$ cat config.mk
export PLATFORM = sky130hd
export DESIGN_NAME = ram_arbiter_flat
export DESIGN_NICKNAME = d
export VERILOG_FILES = /design/src/rtl/ram_pkg.sv /design/src/rtl/ram_arbiter_if.sv /design/src/rtl/ram_arbiter_rr_arb2.sv /design/src/rtl/ram_arbiter.sv /design/src/flat_wrapper.sv
export SDC_FILE = /design/constraint.sdc
export NUM_CORES = 1
export LEC_CHECK = 0
export CAP_MARGIN = 20
export CORE_ASPECT_RATIO = 1.1
export CORE_UTILIZATION = 40
export DETAILED_ROUTE_END_ITERATION = 7
export DONT_BUFFER_PORTS = 1
export SLEW_MARGIN = 20
export SYNTH_ARGS = -nofsm -noshare
export SYNTH_HDL_FRONTEND = slang
export SYNTH_SLANG_ARGS = --single-unit
$ cat constraint.sdc
create_clock -name clk -period 1.95 [get_ports clk]
set_clock_uncertainty 0.2 [all_clocks]
set_input_delay 0.39 -clock clk [delete_from_list [all_inputs] [get_ports clk]]
set_output_delay 0.39 -clock clk [all_outputs]
set_load 0.03 [all_outputs]
$ cat src/rtl/ram_pkg.sv
// Shared definitions for the two-port RAM arbiter.
package ram_pkg;

  localparam int DATA_W = 32;
  localparam int ADDR_W = 4;

  // Requester identity: port 0 (e.g. fetch) or port 1 (e.g. load/store).
  typedef logic port_id_t;

  localparam port_id_t PORT0 = 1'b0;
  localparam port_id_t PORT1 = 1'b1;

  // Outstanding-read marker carried from the grant cycle to the rvalid cycle.
  typedef struct packed {
    logic      valid;
    port_id_t  port;
  } rd_tag_t;

endpackage

$ cat src/rtl/ram_arbiter_if.sv
// Requester-side bundle: two request/grant channels plus their read returns.
interface ram_arbiter_if
  import ram_pkg::*;
#(
  parameter int dataWidth = DATA_W,
  parameter int multWidth = ADDR_W
);

  logic                 req0, req1;
  logic                 we0, we1;
  logic [multWidth-1:0] addr0, addr1;
  logic [dataWidth-1:0] wdata0, wdata1;
  logic                 gnt0, gnt1;
  logic                 rvalid0, rvalid1;
  logic [dataWidth-1:0] rdata0, rdata1;

  modport master (
    output req0, req1, we0, we1, addr0, addr1, wdata0, wdata1,
    input  gnt0, gnt1, rvalid0, rvalid1, rdata0, rdata1
  );

  modport slave (
    input  req0, req1, we0, we1, addr0, addr1, wdata0, wdata1,
    output gnt0, gnt1, rvalid0, rvalid1, rdata0, rdata1
  );

endinterface

$ cat src/rtl/ram_arbiter_rr_arb2.sv
// Two-way round-robin grant; a tie goes to the port that was not granted last.
module rr_arb2
  import ram_pkg::*;
(
  input  logic clk,
  input  logic rst_n,
  input  logic req0,
  input  logic req1,
  output logic gnt0,
  output logic gnt1
);

  port_id_t last_gnt;

  // Combinational grant; held off while reset is asserted.
  always_comb begin
    gnt0 = rst_n & req0 & (~req1 | (last_gnt == PORT1));
    gnt1 = rst_n & req1 & (~req0 | (last_gnt == PORT0));
  end

  // Remember the winner; reset value lets port 0 win the first tie.
  always_ff @(posedge clk or negedge rst_n) begin
    if (!rst_n) begin
      last_gnt <= PORT1;
    end else if (gnt0) begin
      last_gnt <= PORT0;
    end else if (gnt1) begin
      last_gnt <= PORT1;
    end
  end

endmodule

$ cat src/rtl/ram_arbiter.sv
// Shares one synchronous single-read/single-write RAM between two requesters.
// One access per cycle; reads return one cycle after the grant.
module ram_arbiter
  import ram_pkg::*;
#(
  parameter int dataWidth = DATA_W,
  parameter int multWidth = ADDR_W
)(
  input  logic                 clk,
  input  logic                 rst_n,
  ram_arbiter_if.slave         bus,
  output logic [multWidth-1:0] ram_readAddress,
  output logic [multWidth-1:0] ram_writeAddress,
  output logic                 ram_write,
  output logic [dataWidth-1:0] ram_in,
  input  logic [dataWidth-1:0] ram_out
);

  logic                 gnt0, gnt1;
  port_id_t             sel;
  logic                 sel_we;
  logic [multWidth-1:0] sel_addr;
  logic [dataWidth-1:0] sel_wdata;
  logic                 wr_go, rd_go;

  logic [multWidth-1:0] raddr_q, waddr_q;
  logic [dataWidth-1:0] win_q;
  rd_tag_t              tag_q;
  logic [dataWidth-1:0] rdata0_q, rdata1_q;
  logic                 rvalid0, rvalid1;

  rr_arb2 u_arb (
    .clk  (clk),
    .rst_n(rst_n),
    .req0 (bus.req0),
    .req1 (bus.req1),
    .gnt0 (gnt0),
    .gnt1 (gnt1)
  );

  assign bus.gnt0 = gnt0;
  assign bus.gnt1 = gnt1;

  // Mux the granted port's command onto a single internal access.
  always_comb begin
    sel       = gnt1 ? PORT1 : PORT0;
    sel_we    = gnt1 ? bus.we1    : bus.we0;
    sel_addr  = gnt1 ? bus.addr1  : bus.addr0;
    sel_wdata = gnt1 ? bus.wdata1 : bus.wdata0;
    wr_go     = (gnt0 | gnt1) & sel_we;
    rd_go     = (gnt0 | gnt1) & ~sel_we;
  end

  // RAM address/data hold their last used values while idle.
  always_ff @(posedge clk or negedge rst_n) begin
    if (!rst_n) begin
      raddr_q <= '0;
      waddr_q <= '0;
      win_q   <= '0;
    end else begin
      if (wr_go) begin
        waddr_q <= sel_addr;
        win_q   <= sel_wdata;
      end
      if (rd_go) begin
        raddr_q <= sel_addr;
      end
    end
  end

  // Drive RAM controls straight from the grant so the access lands this cycle.
  always_comb begin
    ram_write        = wr_go;
    ram_writeAddress = wr_go ? sel_addr  : waddr_q;
    ram_in           = wr_go ? sel_wdata : win_q;
    ram_readAddress  = rd_go ? sel_addr  : raddr_q;
  end

  // Tag each granted read so the returning data is steered to its owner.
  always_ff @(posedge clk or negedge rst_n) begin
    if (!rst_n) begin
      tag_q <= '0;
    end else begin
      tag_q.valid <= rd_go;
      if (rd_go) begin
        tag_q.port <= sel;
      end
    end
  end

  assign rvalid0 = tag_q.valid & (tag_q.port == PORT0);
  assign rvalid1 = tag_q.valid & (tag_q.port == PORT1);

  // Capture returned data so each port's rdata holds after its rvalid pulse.
  always_ff @(posedge clk or negedge rst_n) begin
    if (!rst_n) begin
      rdata0_q <= '0;
      rdata1_q <= '0;
    end else begin
      if (rvalid0) rdata0_q <= ram_out;
      if (rvalid1) rdata1_q <= ram_out;
    end
  end

  // Bypass RAM output during rvalid so data is valid with the strobe.
  always_comb begin
    bus.rvalid0 = rvalid0;
    bus.rvalid1 = rvalid1;
    bus.rdata0  = rvalid0 ? ram_out : rdata0_q;
    bus.rdata1  = rvalid1 ? ram_out : rdata1_q;
  end

endmodule

$ cat src/flat_wrapper.sv
// flat-port wrapper written by rule: the top's interface ports become plain ports
module ram_arbiter_flat import ram_pkg::*;
#(
  parameter int dataWidth = DATA_W,
  parameter int multWidth = ADDR_W
)
  (clk, rst_n, ram_readAddress, ram_writeAddress, ram_write, ram_in, ram_out, bus_req0, bus_req1, bus_we0, bus_we1, bus_addr0, bus_addr1, bus_wdata0, bus_wdata1, bus_gnt0, bus_gnt1, bus_rvalid0, bus_rvalid1, bus_rdata0, bus_rdata1);
  ram_arbiter_if #(.dataWidth(dataWidth), .multWidth(multWidth)) bus_i ();
  input  logic clk;
  input  logic rst_n;
  output logic [multWidth-1:0] ram_readAddress;
  output logic [multWidth-1:0] ram_writeAddress;
  output logic ram_write;
  output logic [dataWidth-1:0] ram_in;
  input  logic [dataWidth-1:0] ram_out;
  input wire logic [$bits(bus_i.req0)-1:0] bus_req0;
  input wire logic [$bits(bus_i.req1)-1:0] bus_req1;
  input wire logic [$bits(bus_i.we0)-1:0] bus_we0;
  input wire logic [$bits(bus_i.we1)-1:0] bus_we1;
  input wire logic [$bits(bus_i.addr0)-1:0] bus_addr0;
  input wire logic [$bits(bus_i.addr1)-1:0] bus_addr1;
  input wire logic [$bits(bus_i.wdata0)-1:0] bus_wdata0;
  input wire logic [$bits(bus_i.wdata1)-1:0] bus_wdata1;
  output wire logic [$bits(bus_i.gnt0)-1:0] bus_gnt0;
  output wire logic [$bits(bus_i.gnt1)-1:0] bus_gnt1;
  output wire logic [$bits(bus_i.rvalid0)-1:0] bus_rvalid0;
  output wire logic [$bits(bus_i.rvalid1)-1:0] bus_rvalid1;
  output wire logic [$bits(bus_i.rdata0)-1:0] bus_rdata0;
  output wire logic [$bits(bus_i.rdata1)-1:0] bus_rdata1;
  assign bus_i.req0 = bus_req0;
  assign bus_i.req1 = bus_req1;
  assign bus_i.we0 = bus_we0;
  assign bus_i.we1 = bus_we1;
  assign bus_i.addr0 = bus_addr0;
  assign bus_i.addr1 = bus_addr1;
  assign bus_i.wdata0 = bus_wdata0;
  assign bus_i.wdata1 = bus_wdata1;
  assign bus_gnt0 = bus_i.gnt0;
  assign bus_gnt1 = bus_i.gnt1;
  assign bus_rvalid0 = bus_i.rvalid0;
  assign bus_rvalid1 = bus_i.rvalid1;
  assign bus_rdata0 = bus_i.rdata0;
  assign bus_rdata1 = bus_i.rdata1;
  ram_arbiter #(.dataWidth(dataWidth), .multWidth(multWidth)) u_core (.clk(clk), .rst_n(rst_n), .bus(bus_i), .ram_readAddress(ram_readAddress), .ram_writeAddress(ram_writeAddress), .ram_write(ram_write), .ram_in(ram_in), .ram_out(ram_out));
endmodule
==> results.md, run 1 <==
- CP Cell Sequence: nand2_2 -> nand3_4 -> inv_4 -> a21boi_4 -> buf_6 -> mux2_4
- Share of cells above drive strength 1: 58.6%
- Die X: 104 um
- Largest net degree at the start of global routing: 114
- Cell Area, Synth: 0.00454 mm2
- FILL cells: 873
- Post-Route WL: 10700 um
- Tmin final: 2.54 ns
- Worst IR drop on VDD: 0.582 mV
- R2r worst-path depth: 6
- # IOs: 219
- Met3 wire len: 1090 um
- Ys flop type: dfrtp_1
- Pwr/cell area: 1560 mW/mm2
- Synth Area in Adders: 0%
- Post-DRT Antenna Nets: 0
- Clock Latency Late Sink: 0.34 ns
- Setup TNS: -38.39 ns
- Syn. warnings: 0
- Total number of vias: 2459
- CTS clk-pin slew, worst paths: 0.07 ns
- CP Max Fanout: 12
- Cell taking the most area after synthesis: dfrtp_1
- Routed wl met2: 5310 um
- Slew @ Worst Pin: 0.191 ns
- R2r startpoint: u_core.u_arb.last_gnt$_DFFE_PN1P_
- Starting density of the core: 41.4%
- Max incr delay on CP: 0.53 ns
- Hold-fix buffer count after cts: 3
- Final setup margin: -0.593 ns
- CP Capture Type: output port
- Layout Nets: 419
- Ranking of synthesized cells by area: dfrtp_1 58%, mux2_2 24%, mux2_4 6.3%
- Post-Synth XOR/XNOR Area: 0%
- Gr ovfl total: 0
- Total track usage: 18.9%
- Full die area: 0.0118 mm2
- Critical path class: flop to output port
- CTS tree: built
- GPL Wtd Cong: 0.745
- Final slew viol count: 0
- Core area: 0.0110 mm2
- Fin. Hold Viols: 107
- RR Endpoint: u_core.win_q[19]$_DFF_PN0_
- Site Rows: 40
- Mux cell area share after synthesis: 36.3%
- Final setup fails: 108
- Cells after Synth: 279
- Compound-cell area share of the yosys netlist: 0.772%
- Fraction of registers with async set/reset: 100%
- Status: finished, violations left
- Die Y: 114 um
- Yosys reg bits: 107
- Worst hold margin: -0.465 ns
- Critical Path AT: 1.95 ns
- EDFF count, synth: 0
- Area growth syn-to-layout: 29.1%
- Yosys top cell area share: 58.5%
- Avg Cell Area, Syn: 16.3 um2
- Relative slew slack: 87.3%
- Synth unique cells: 23
- CTS buffer count: 9
- Vias in the first global route: 2766
- Failing checks: negative hold slack, negative setup slack
- Multi-input gate area: 0.00220 mm2
- Initial DRT Pass Iterations: 4
- Largest family of logic cells by synthesized area: multiplexers
- Root buffer cell: clkbuf_16
- Highest routed layer: met4
- First-pass GRT wire length: 16700 um
- Fin crit share: 130%
- # DRC: 0
- CP max-delay cell: dfstp_2
- WL/cell: 23.2 um
- Max-cap violations: 0
- Top cells by count, synth: 106 x dfrtp_1, 96 x mux2_2, 25 x mux2_1, 19 x mux2_4, 6 x buf_6
- Leakage power: 2.88 nW
- Design Power: 9.12 mW
- HP Class: primary input to asynchronous set/reset pin
- Critical path required time: 1.36 ns
- Reg2Reg Setup Slack: 0.01 ns
- CTS max path bufs: 2
- Starting DRT DRC Count: 73
- Synth Area in Simple Gates: 1.13%
- Syn_nets: 389
- Number of antenna repair diodes: 0
- H-tree Lvls: 3
- IO buf count: 0
- Register area share after synthesis: 59.0%
- Most common cell in the netlist: dfrtp_1
- CP Launch Type: flop
- M1 WL: 4030 um
- Post-DP HPWL: 6580 um
- CTS sink count: 107
- Reg area: 0.00268 mm2
- Via density: 5.33
- Antenna violations before repair: 0
- Fmax: 0.393 GHz
- RSZ-0062 raised after global routing: yes
==> timing repair <==
| item | CTS | global route |
|---|---|---|
| endpoints found under the setup margin | 145 | 144 |
| resized for setup | 95 | 4 |
| hold endpoints to repair | 109 | 107 |
| gates cloned | 7 | 0 |
| pin swaps | 1 | 1 |
| buffers inserted | 8 | 2 |
==> worst max-delay path: cells and delay by family (launching register included) <==
kind                   cells  cell delay, ns
DFF                        1            0.53
muxes                      1            0.38
buffers and inverters      2            0.29
and+or+nand+nor            2            0.21
AOI/OAI and AO/OA          1            0.19
==> placed cells by master (no fill, tap or decap) <==
cell type,synthesis,final
a21boi_4,0,1
a21oi_1,1,1
a31oi_1,1,1
and3_4,0,1
buf_12,0,7
buf_16,0,5
buf_4,1,11
buf_6,6,6
buf_8,0,2
bufinv_16,0,1
clkbuf_1,1,2
clkbuf_16,0,9
clkinv_2,0,3
clkinv_4,0,1
dfrtp_1,106,105
dfrtp_2,0,1
dfstp_2,1,1
dlygate4sd3_1,0,3
inv_1,4,2
inv_2,0,1
inv_4,0,1
mux2_1,25,13
mux2_4,19,127
nand2_2,0,1
nand2_8,0,1
nand2b_4,0,1
nand3_4,0,1
nand4_1,1,1
nand4b_1,1,1
nor2b_4,0,1
o21a_4,0,1
o2bb2ai_1,1,1
==> registers in the layout, summed over array words and instances (netlist names) <==
signal                 count
u_core.tag_q               2
u_core.waddr_q             4
u_core.win_q              32
u_core.rdata0_q           32
u_core.raddr_q             4
u_core.u_arb.last_gnt      1
u_core.rdata1_q           32
==> layer usage <==
metal,track usage [%],vias up
met5,0,-
met4,8.79,0
met3,7.31,17
met2,31.8,150
met1,21.4,1238
li1,-,1054
==> layout make-up <==
cell class / count / area share, %
multi-input combinational: 153 / 37.6
clock buffer: 11 / 3.97
clock inverter: 5 / 0.918
inverter: 4 / 0.299
timing repair buffer: 34 / 8.33
tap: 147 / 3.14
sequential: 107 / 45.7
==> how the worst max path moves through the flow <==
stage | start | endpoint | slack [ns] | cells past startpoint
floorplan | u_core.u_arb.last_gnt$_DFFE_PN1P_ | ram_in[12] | -0.24 | 6
global placement | u_core.u_arb.last_gnt$_DFFE_PN1P_ | ram_in[6] | -0.28 | 5
detailed placement | u_core.u_arb.last_gnt$_DFFE_PN1P_ | ram_in[2] | -0.29 | 5
CTS | u_core.u_arb.last_gnt$_DFFE_PN1P_ | ram_in[19] | -0.63 | 6
global route | u_core.u_arb.last_gnt$_DFFE_PN1P_ | ram_in[19] | -0.66 | 6
finish | u_core.u_arb.last_gnt$_DFFE_PN1P_ | ram_in[19] | -0.59 | 6
==> through the flow <==
step | setup WS [ns] | util (%) | std cells | area, um2
after detailed placement | -0.287 | 45.1 | 428 | 4940
after CTS | -0.628 | 53.8 | 462 | 5900
after global routing | -0.664 | 53.5 | 461 | 5860
after floorplan | -0.239 | - | 279 | 4700
final | -0.593 | 53.5 | 461 | 5860
after global placement | -0.280 | 45.1 | 428 | 4940
==> kinds of logic after synthesis <==
logic type	Yosys count
flops	107
buf+inv	19
mux	140
compound gates	5
simple gates	8
==> where the power goes <==
| part | leakage [nW] | total [mW] | internal, mW | switching [mW] |
|---|---|---|---|---|
| clock | 0.143 | 1.78 | 0.993 | 0.787 |
| sequential | 1.26 | 3.31 | 3.04 | 0.262 |
| combinational | 1.48 | 4.04 | 1.47 | 2.57 |
No activity file was read; power rests on OpenSTA's default activity.
==> inputs of run 2 (changes only) <==
Settings changed: CTS_CLUSTER_SIZE set to 10.
==> results of run 2 <==
No change in the layout: final DEF, timing and power equal those of run 1.
